File: config.mk
export PLATFORM = sky130hd
export DESIGN_NAME = sort_sequencer
export DESIGN_NICKNAME = d
export VERILOG_FILES = /design/src/rtl/sort_sequencer.sv
export SDC_FILE = /design/constraint.sdc
export NUM_CORES = 1
export LEC_CHECK = 0
export BUFFER_PORTS_ARGS = -buffer_cell sky130_fd_sc_hd__buf_2
export CAP_MARGIN = 10
export CELL_PAD_IN_SITES_DETAIL_PLACEMENT = 1
export CELL_PAD_IN_SITES_GLOBAL_PLACEMENT = 1
export CORE_ASPECT_RATIO = 1.1
export CORE_MARGIN = 2
export CORE_UTILIZATION = 47
export CTS_BUF_LIST = sky130_fd_sc_hd__clkbuf_2 sky130_fd_sc_hd__clkbuf_4 sky130_fd_sc_hd__clkbuf_8
export CTS_CLUSTER_DIAMETER = 60
export DETAILED_ROUTE_END_ITERATION = 12
export PLACE_DENSITY_LB_ADDON = 0.08
export SYNTH_ARGS = -nofsm -noshare
export SYNTH_HDL_FRONTEND = slang
export SYNTH_SLANG_ARGS = --single-unit
File: constraint.sdc
create_clock -name Clock -period 6.14 [get_ports Clock]
set_clock_uncertainty 0.15 [all_clocks]
set_input_delay 1.228 -clock Clock [delete_from_list [all_inputs] [get_ports Clock]]
set_output_delay 1.228 -clock Clock [all_outputs]
set_load 0.02 [all_outputs]
File: src/rtl/sort_sequencer.sv
// sort_sequencer: in-place bubble sort of four unsigned 4-bit elements.
// One compare-and-swap per cycle on the pair (e[idx], e[idx+1]) through a
// single shared swap unit. Passes shrink from 3 compares to 1 compare.
// Optional feature macro: SORT_SEQUENCER_EARLY_EXIT_EN. When it is defined,
// a pass that completes without swapping ends the sort early.
module sort_sequencer (
  input  logic        Clock,
  input  logic        nReset,
  input  logic        start,
  input  logic [15:0] dataIn,
  output logic [15:0] dataOut,
  output logic        busy,
  output logic        done,
  output logic [2:0]  swapCount
);

  typedef enum logic [1:0] {
    ST_IDLE = 2'd0,
    ST_SORT = 2'd1,
    ST_DONE = 2'd2
  } state_t;

  state_t     r_state;
  logic [3:0] r_elem [4];
  logic [1:0] r_pass;
  logic [1:0] r_idx;
  logic       r_pass_swap;   // a swap already happened earlier in this pass
  logic [2:0] r_swap_cnt;
  logic       r_busy;
  logic       r_done;

  logic [1:0] w_idx_next;
  logic [3:0] w_a;
  logic [3:0] w_b;
  logic       w_do_swap;
  logic [3:0] w_lo;
  logic [3:0] w_hi;
  logic       w_last_idx;
  logic       w_last_pass;
  logic       w_finish;

  // Shared swap unit: select the active pair and order it.
  assign w_idx_next = r_idx + 2'd1;
  assign w_a        = r_elem[r_idx];
  assign w_b        = r_elem[w_idx_next];
  assign w_do_swap  = (w_a > w_b);
  assign w_lo       = w_do_swap ? w_b : w_a;
  assign w_hi       = w_do_swap ? w_a : w_b;

  // Pass bookkeeping: pass p covers idx 0 .. 2-p.
  assign w_last_idx  = (r_idx == (2'd2 - r_pass));
  assign w_last_pass = (r_pass == 2'd2);

`ifdef SORT_SEQUENCER_EARLY_EXIT_EN
  // A whole pass without a swap means the elements are already ordered.
  assign w_finish = w_last_idx && (w_last_pass || !(r_pass_swap || w_do_swap));
`else
  assign w_finish = w_last_idx && w_last_pass;
`endif

  // Element registers drive the output bus with the same packing as dataIn.
  genvar gi;
  generate
    for (gi = 0; gi < 4; gi++) begin : g_pack
      assign dataOut[4*gi +: 4] = r_elem[gi];
    end
  endgenerate

  assign busy      = r_busy;
  assign done      = r_done;
  assign swapCount = r_swap_cnt;

  // Sequencer FSM with registered busy/done flags and the element datapath.
  always_ff @(posedge Clock or negedge nReset) begin
    if (!nReset) begin
      r_state     <= ST_IDLE;
      for (int i = 0; i < 4; i++) begin
        r_elem[i] <= 4'd0;
      end
      r_pass      <= 2'd0;
      r_idx       <= 2'd0;
      r_pass_swap <= 1'b0;
      r_swap_cnt  <= 3'd0;
      r_busy      <= 1'b0;
      r_done      <= 1'b0;
    end else begin
      case (r_state)
        ST_IDLE: begin
          r_done <= 1'b0;
          if (start) begin
            for (int i = 0; i < 4; i++) begin
              r_elem[i] <= dataIn[4*i +: 4];
            end
            r_swap_cnt  <= 3'd0;
            r_pass      <= 2'd0;
            r_idx       <= 2'd0;
            r_pass_swap <= 1'b0;
            r_busy      <= 1'b1;
            r_state     <= ST_SORT;
          end
        end

        ST_SORT: begin
          // Writing back the ordered pair is a no-op when no swap is needed.
          r_elem[r_idx]      <= w_lo;
          r_elem[w_idx_next] <= w_hi;
          if (w_do_swap && (r_swap_cnt != 3'd6)) begin
            r_swap_cnt <= r_swap_cnt + 3'd1;
          end
          if (w_finish) begin
            r_busy  <= 1'b0;
            r_done  <= 1'b1;
            r_state <= ST_DONE;
          end else if (w_last_idx) begin
            r_pass      <= r_pass + 2'd1;
            r_idx       <= 2'd0;
            r_pass_swap <= 1'b0;
          end else begin
            r_idx       <= w_idx_next;
            r_pass_swap <= r_pass_swap | w_do_swap;
          end
        end

        ST_DONE: begin
          r_done  <= 1'b0;
          r_pass  <= 2'd0;
          r_idx   <= 2'd0;
          r_state <= ST_IDLE;
        end

        default: begin
          r_busy  <= 1'b0;
          r_done  <= 1'b0;
          r_state <= ST_IDLE;
        end
      endcase
    end
  end

endmodule

* Yosys cells after proc, flatten, opt, wreduce, memory -nomap -nowiden *
Cells that the tools add are included.

word-level totals
  register bits after elaboration = 27
  logic and storage cells = 79

cells by class
  $add $sub $neg = 4
  order comparisons = 5
  eq/ne operators = 10
  multiplexer cells = 34
  bitwise operators = 3
  reduce and logical (&&, ||, !) cells = 13

operators by type and width
  operator             count
  $bwmux 16            2
  $mux 4               8
  $pmux 16 s2          1
  $bmux 4 s2           2
  $demux 4 s2          2
  $mux 16              1
  $mux 2               7
  $pmux 2 s3           2
  $ne 2x2->1 const B   5
  $reduce_and 3->1     3
  $ge 3x3->1 const B   2
  $lt 3x1->1 const B   2
  $mux 3               2
  $not 2->3            2
  $pmux 3 s2           1
  $add 2x1->2 const B  2
  $eq 2x2->1 const B   2
  $gt 4x4->1           1
  $logic_and 1x1->1    4
  $mux 1               4
  $pmux 2 s2           1
  $reduce_and 2->1     2
  $reduce_and 4->1     1
  $add 3x1->3 const B  1
  9 further kinds      9

* Logic depth before layout (Yosys ltp) *
Gate-level depths: netlist of the first run.

  depth after elaboration = 10
  mapped depth = 12
  mapped depth without buffers = 11

* Least setup slack after synthesis of the first run *
OpenSTA, ideal clock, no wires.

  path kind = register to register
  start = register r_idx[0]
  end = register r_elem (netlist bit dataOut[3])
  setup time = 0.149 ns
  data arrival time = 3.066 ns
  setup slack = 2.775 ns
  cell stages (with the launch flop) = 12
  path buffers = 1
  clock period less this slack = 3.365 ns
  path through = dfrtp_1 -> buf_6 -> inv_1 -> ha_1 -> mux4_2 -> inv_1 -> ha_1 -> and4_1 -> a21oi_4 -> mux2_2 -> a221oi_1 -> o31ai_1

on the way
  cells in the longest elaborated chain, start to end = 10
  elaborated cells on any way between the ends = 25

RTL lines
  what                                       RTL line  text
  start: declaration                         26        logic [1:0] r_idx;
  start signal: assignment                   119       r_idx <= w_idx_next;
  $add 2x1->2                                43        assign w_idx_next = r_idx + 2'd1;
  $not 2->3 (implied by the code)            45, 106
  $bmux 4 s2                                 45        assign w_b = r_elem[w_idx_next];
  $mux 4 (implied by the code) (2 in a row)  45
  $gt 4x4->1                                 46        assign w_do_swap = (w_a > w_b);
  $mux 4                                     47        assign w_lo = w_do_swap ? w_b : w_a;
  $bwmux 16                                  105       r_elem[r_idx] <= w_lo;
  $bwmux 16 *                                106       r_elem[w_idx_next] <= w_hi;
  $pmux 16 s2 *                              87        case (r_state)
  end signal: indexed assignment             92        r_elem[i] <= dataIn[4*i +: 4];
  end signal: indexed assignment             105
  end signal: indexed assignment             106
  end: declaration                           24        logic [3:0] r_elem [4];

Mark *: on every way between the ends. The rest lies on a longest branch, timed or not. The select of a mux whose other input is x is not followed.
A chain may end at the register's enable or synchronous reset.

* Worst setup path after layout of the first run *
  start = register r_idx[0]
  end = register r_elem (netlist bit dataOut[12])

Same word-level chain as after synthesis.

==> reports/metrics.yaml, run 1 <==
status: "completed"
fin_crit_ns: 4.10
die_x_um: 65.0
clockBufferDepth: 2
yosys_warnings: 0
end_kind: "flip-flop"
ys_ff_latch: 27
preCtsSetupSlack_ns: 2.12
fin_setup_tns_ns: 0
async_flop_share_pct: 100
gp_congestion: 0.885
cts_buffers: 3
max_cap_viol_count: 0
synth-edff-count: 0
first_pass_iters: 4
synth-seq-area-share_pct: 35.1
clkLatencyLatePin_ns: 0.29
vias: 1732
critPathMaxFanout: 12
port-buffer-count: 39
syn-instance-count: 191
tritoncts: "done"
min_path_cells: 2
grt_pass1_wl_um: 9080
drv_slew: 0
max_freq_mhz: 244
first_iter_violations: 78
diodes: 0
synth_top_family_by_area: "compound AO/OA/AOI/OAI gates"
synth_ff_type: "dfrtp_1"
hp-class: "flip-flop to flip-flop"
worstMarginPinSlew_ns: 1.05
layout-drive-gt1-share_pct: 28.6
globalRouteOverflowTotal: 0
synthTopCellsByCount: "dfrtp_1, nor2_1, nand2_1"
yosys.area.top_type: "dfrtp_1"
synth_xor_xnor_area_share_pct: 0.910
yosysMostFrequentCell: "dfrtp_1"
required_ns: 6.13
clock_sinks: 27
synthAdderAreaFrac_pct: 7.15
std_cell_rows: 24
crit_type: "flip-flop to flip-flop"
synth_area_mm2: 0.00192
use_met3_pct: 3.50
finalHoldViolCount: 0
cts-root-buf: "clkbuf_8"
syn_nets: 221
synthSimpleGateAreaFrac_pct: 15.0
ff2ff_path_depth: 11
setup_viol: 0
grt.total_usage_pct: 25.8
yosys-top-cells-area: "dfrtp_1, mux4_2, ha_1, o31ai_1, a221oi_1"
synthMuxAreaShare_pct: 15.9
start_kind: "flip-flop"
ios: 40
die_area_mm2: 0.00462
post_synth.cell_area_avg_um2: 10.1
fillers: 463
avgViaCountPerCell: 6.21
setup_slack_ns: 2.04
wirelength_um: 5400
worstPathArrival_ns: 4.09
fp.dieH_um: 71.1
grt_pass1_vias: 1803
wl_per_cell_um: 19.4
core_area_mm2: 0.00393
synth_compound_area_share_pct: 22.2
ys_types: 32
rsz0062_at_grt: "no"
drc: 0
post_cts_buffers: 0
antenna_found_initial: 0
area_growth_pct: 14.2
htree_levels: 1
grt_max_degree: 28
start_util_pct: 48.9
min_period_over_period_pct: 66.7
clk_pin_slew_worst_paths_ns: 0.10
met2_usage_pct: 47.1
rrSetupSlack_ns: 2.04
relSlewSlack_pct: 28.9
hold_buffers: 0
hpwlAfterDp_um: 4150
busiest_layer: "met2"
ctsResizeCount: 0
grtUsageMet1_pct: 31.1
synth_top_area_share_pct: 35.1
drt.antenna.violating_nets: 0
fin_nets: 258
[path summary, 6_finish.rpt]
kind	startpoint	end
setup / recovery	r_idx[0]	dataOut[12]
hold reg to reg	done	done
min in group asynchronous	nReset	dataOut[2]
hold / removal	done	done
max in group asynchronous	nReset	r_pass[1]
setup reg to reg	r_idx[0]	dataOut[12]
[metal layers]
metal | part of all wire, % | vias up | routed length, µm
met5 | 0 | - | 0
met4 | 1.7 | 0 | 90
met3 | 4.3 | 9 | 233
met2 | 53 | 43 | 2840
met1 | 41 | 888 | 2240
li1 | - | 792 | -
[per-stage QoR]
| step | hold slack (ns) | instance area, µm² | cells | util [%] |
|---|---|---|---|---|
| detailed placement | 0.337 | 2150 | 275 | 54.7 |
| finish | 0.355 | 2200 | 279 | 55.9 |
| floorplan | 0.315 | 1920 | 191 | - |
| global placement | 0.331 | 2150 | 275 | 54.7 |
| CTS | 0.359 | 2200 | 279 | 55.9 |
| global route | 0.415 | 2200 | 279 | 55.9 |
[critical path, cell delays in order (launching register included)]
cell and delay (ns):
dfrtp_1 0.71, inv_1 0.18, ha_1 0.48, mux4_2 0.58
inv_1 0.09, ha_1 0.14, nor2b_1 0.16, o211ai_1 0.14
a21oi_4 0.40, mux2_2 0.43, a221oi_1 0.37, o31ai_1 0.12
[registers in the layout, summed over array words and instances (netlist names)]
register and flops:
r_pass 2, swapCount 3, dataOut 16, done 1, r_state 2, busy 1
r_idx 2
[logic make-up (layout without fill, tap and decap cells)]
group	Yosys count	in the layout
compound gates	54	54
xor+xnor	2	2
fa+ha+maj	11	11
buf+inv	16	52
flops	27	27
mux	18	18
simple gates	63	63
[cell type report]
class / instances / area (µm²) / share of cell area, %
Multi-Input combinational cell: 148 / 1180 / 53.6
Inverter: 8 / 30.0 / 1.37
Timing Repair Buffer: 40 / 203 / 9.22
Tap cell: 52 / 65.1 / 2.96
Clock inverter: 1 / 5.00 / 0.228
Sequential cell: 27 / 676 / 30.7
Clock buffer: 3 / 41.3 / 1.88
[layout by cell type (no fill, tap or decap), drive strengths merged, types with 3 or more instances in the layout]
cell type  count
a21oi          4
a221oi        16
buf           40
clkbuf         3
dfrtp         27
ha            11
inv            8
mux2           9
mux4           8
nand2         19
nand2b         6
nor2          24
nor2b          7
o211ai         4
o21ai         10
o31ai         18
Power of run 1 is not shown: default switching activity piles up to over one toggle a cycle in this logic, so the estimate is an artifact.
==> run 2, diff against run 1 <==
CORE_UTILIZATION = 43   (was 47)
clock period = 4.09 ns   (was 6.14 ns; I/O delays follow)
==> run 2 against run 1 <==
Compared with the run above: fmax grew 8.1%; first-iteration DRC count fell by 5.1%; sequential cell count is the same; cell area increased by 0.57%; non-clock buffer count is 1 higher; critical path depth fell by 1; register-to-register slack got worse by 1.7 ns; final cell count increased by 1.1%; sequential share of layout area down 0.17 points; critical path type unchanged; critical endpoint is now dataOut[3].
==> reports/metrics.yaml, run 2 (synthesis gave the netlist of run 1 again) <==
mostFrequentLayoutCell: "buf_2"
die_area_mm2: 0.00503
cts-root-buf: "clkbuf_8"
critical-path-slowest-cell: "dfrtp_1"
gp_congestion: 0.841
drt.antenna.violating_nets: 0
grt_max_degree: 28
post_cts_buffers: 0
critPathLaunch: "r_idx[1]"
max_freq_mhz: 264
wl_per_cell_um: 19.1
clock_sinks: 27
start_kind: "flip-flop"
port-buffer-count: 39
clockBufferDepth: 2
hold_buffers: 0
rr_startpoint: "r_idx[1]"
end_kind: "flip-flop"
fin_util_pct: 51.2
diodes: 0
grt.total_usage_pct: 23.8
area_growth_pct: 14.9
first_pass_iters: 4
start_util_pct: 44.6
drc: 0
clk_pin_slew_worst_paths_ns: 0.10
status: "completed"
avgViaCountPerCell: 6.03
layout-drive-gt1-share_pct: 28.9
rsz0062_at_grt: "no"
cts_buffers: 3
worstPathArrival_ns: 3.78
grt_pass1_vias: 1753
min_period_over_period_pct: 92.7
ctsResizeCount: 0
first_iter_violations: 74
required_ns: 4.08
clkLatencyLatePin_ns: 0.29
drv_slew: 0
wirelength_um: 5380
fin_nets: 259
max_cap_viol_count: 0
hold_ws_ns: 0.368
antenna_found_initial: 0
relSlewSlack_pct: 27.3
hold_path_startpoint: "done"
cp_cell_sequence: "inv_1 > ha_1 > mux4_2 > inv_1 > ha_1 > and4_1 > a21oi_4 > mux2_2 > a221oi_1 > o31ai_1"
fillers: 505
crit_type: "flip-flop to flip-flop"
layout_common_cells: "buf_2, dfrtp_1, nor2_1, nand2_1, o31ai_1"
ios: 40
fin_crit_ns: 3.79
tritoncts: "done"
worstMarginPinSlew_ns: 1.08
dp_cells: 278
max_stage_delay_ns: 0.58
largest_reg_flops: 16
die_x_um: 67.8
finalHoldViolCount: 0
fp.dieH_um: 74.2
path_buf_inv: 2
finalNonFillerCells: 282
fin_setup_tns_ns: 0
globalRouteOverflowTotal: 0
core_area_mm2: 0.00432
std_cell_rows: 25
hpwlAfterDp_um: 4170
critPathMaxFanout: 10
cp_top_family: "multiplexers"
grt_pass1_wl_um: 8930
hp-class: "flip-flop to flip-flop"
vias: 1700
htree_levels: 1
setup_viol: 0
run 2: cell types whose count changed in the layout (fill, tap and decap cells not counted):
| cell | delta |
|---|---|
| buf_4 | +1 |
| clkinv_2 | -1 |
| clkbuf_4 | +1 |
run 2: cell type report:
cell class	instances	area [µm²]	share of cell area (%)
multi-input combinational	148	1180	53.3
sequential	27	676	30.6
timing repair buffer	41	210	9.51
tap	54	67.6	3.06
clock buffer	4	48.8	2.21
inverter	8	30.0	1.36
run 2: worst min-delay path, stage by stage, from the launching register on:
cell and delay [ns]:
dfrtp_1 0.35, nor2_1 0.05, nor2_1 0.08
run 2: path summary, 6_finish.rpt:
check                           slack (ns)          to  cells after the start
min in group asynchronous             0.39  dataOut[3]                      1
worst min register to register        0.37        done                      2
worst min-delay path                  0.37        done                      2
worst max-delay path                  0.30  dataOut[3]                     10
worst max register to register        0.30  dataOut[3]                     10
max in group asynchronous             2.99    r_idx[0]                      1
run 2: per-layer routing:
layer | up-vias | share of wire [%] | GRT usage, %
met2 | 33 | 52 | 41.6
li1 | 794 | - | -
met1 | 866 | 43 | 30.3
met4 | 0 | 1.6 | 7.56
met3 | 7 | 3.1 | 3.48
met5 | - | 0 | 0
run 2: through the flow:
step | area, µm² | setup WS (ns)
floorplan | 1920 | 0.725
global placement | 2160 | 0.472
detailed placement | 2160 | 0.340
CTS | 2210 | 0.318
global route | 2210 | 0.129
finish | 2210 | 0.300
Power of run 2 is left out for the same reason.
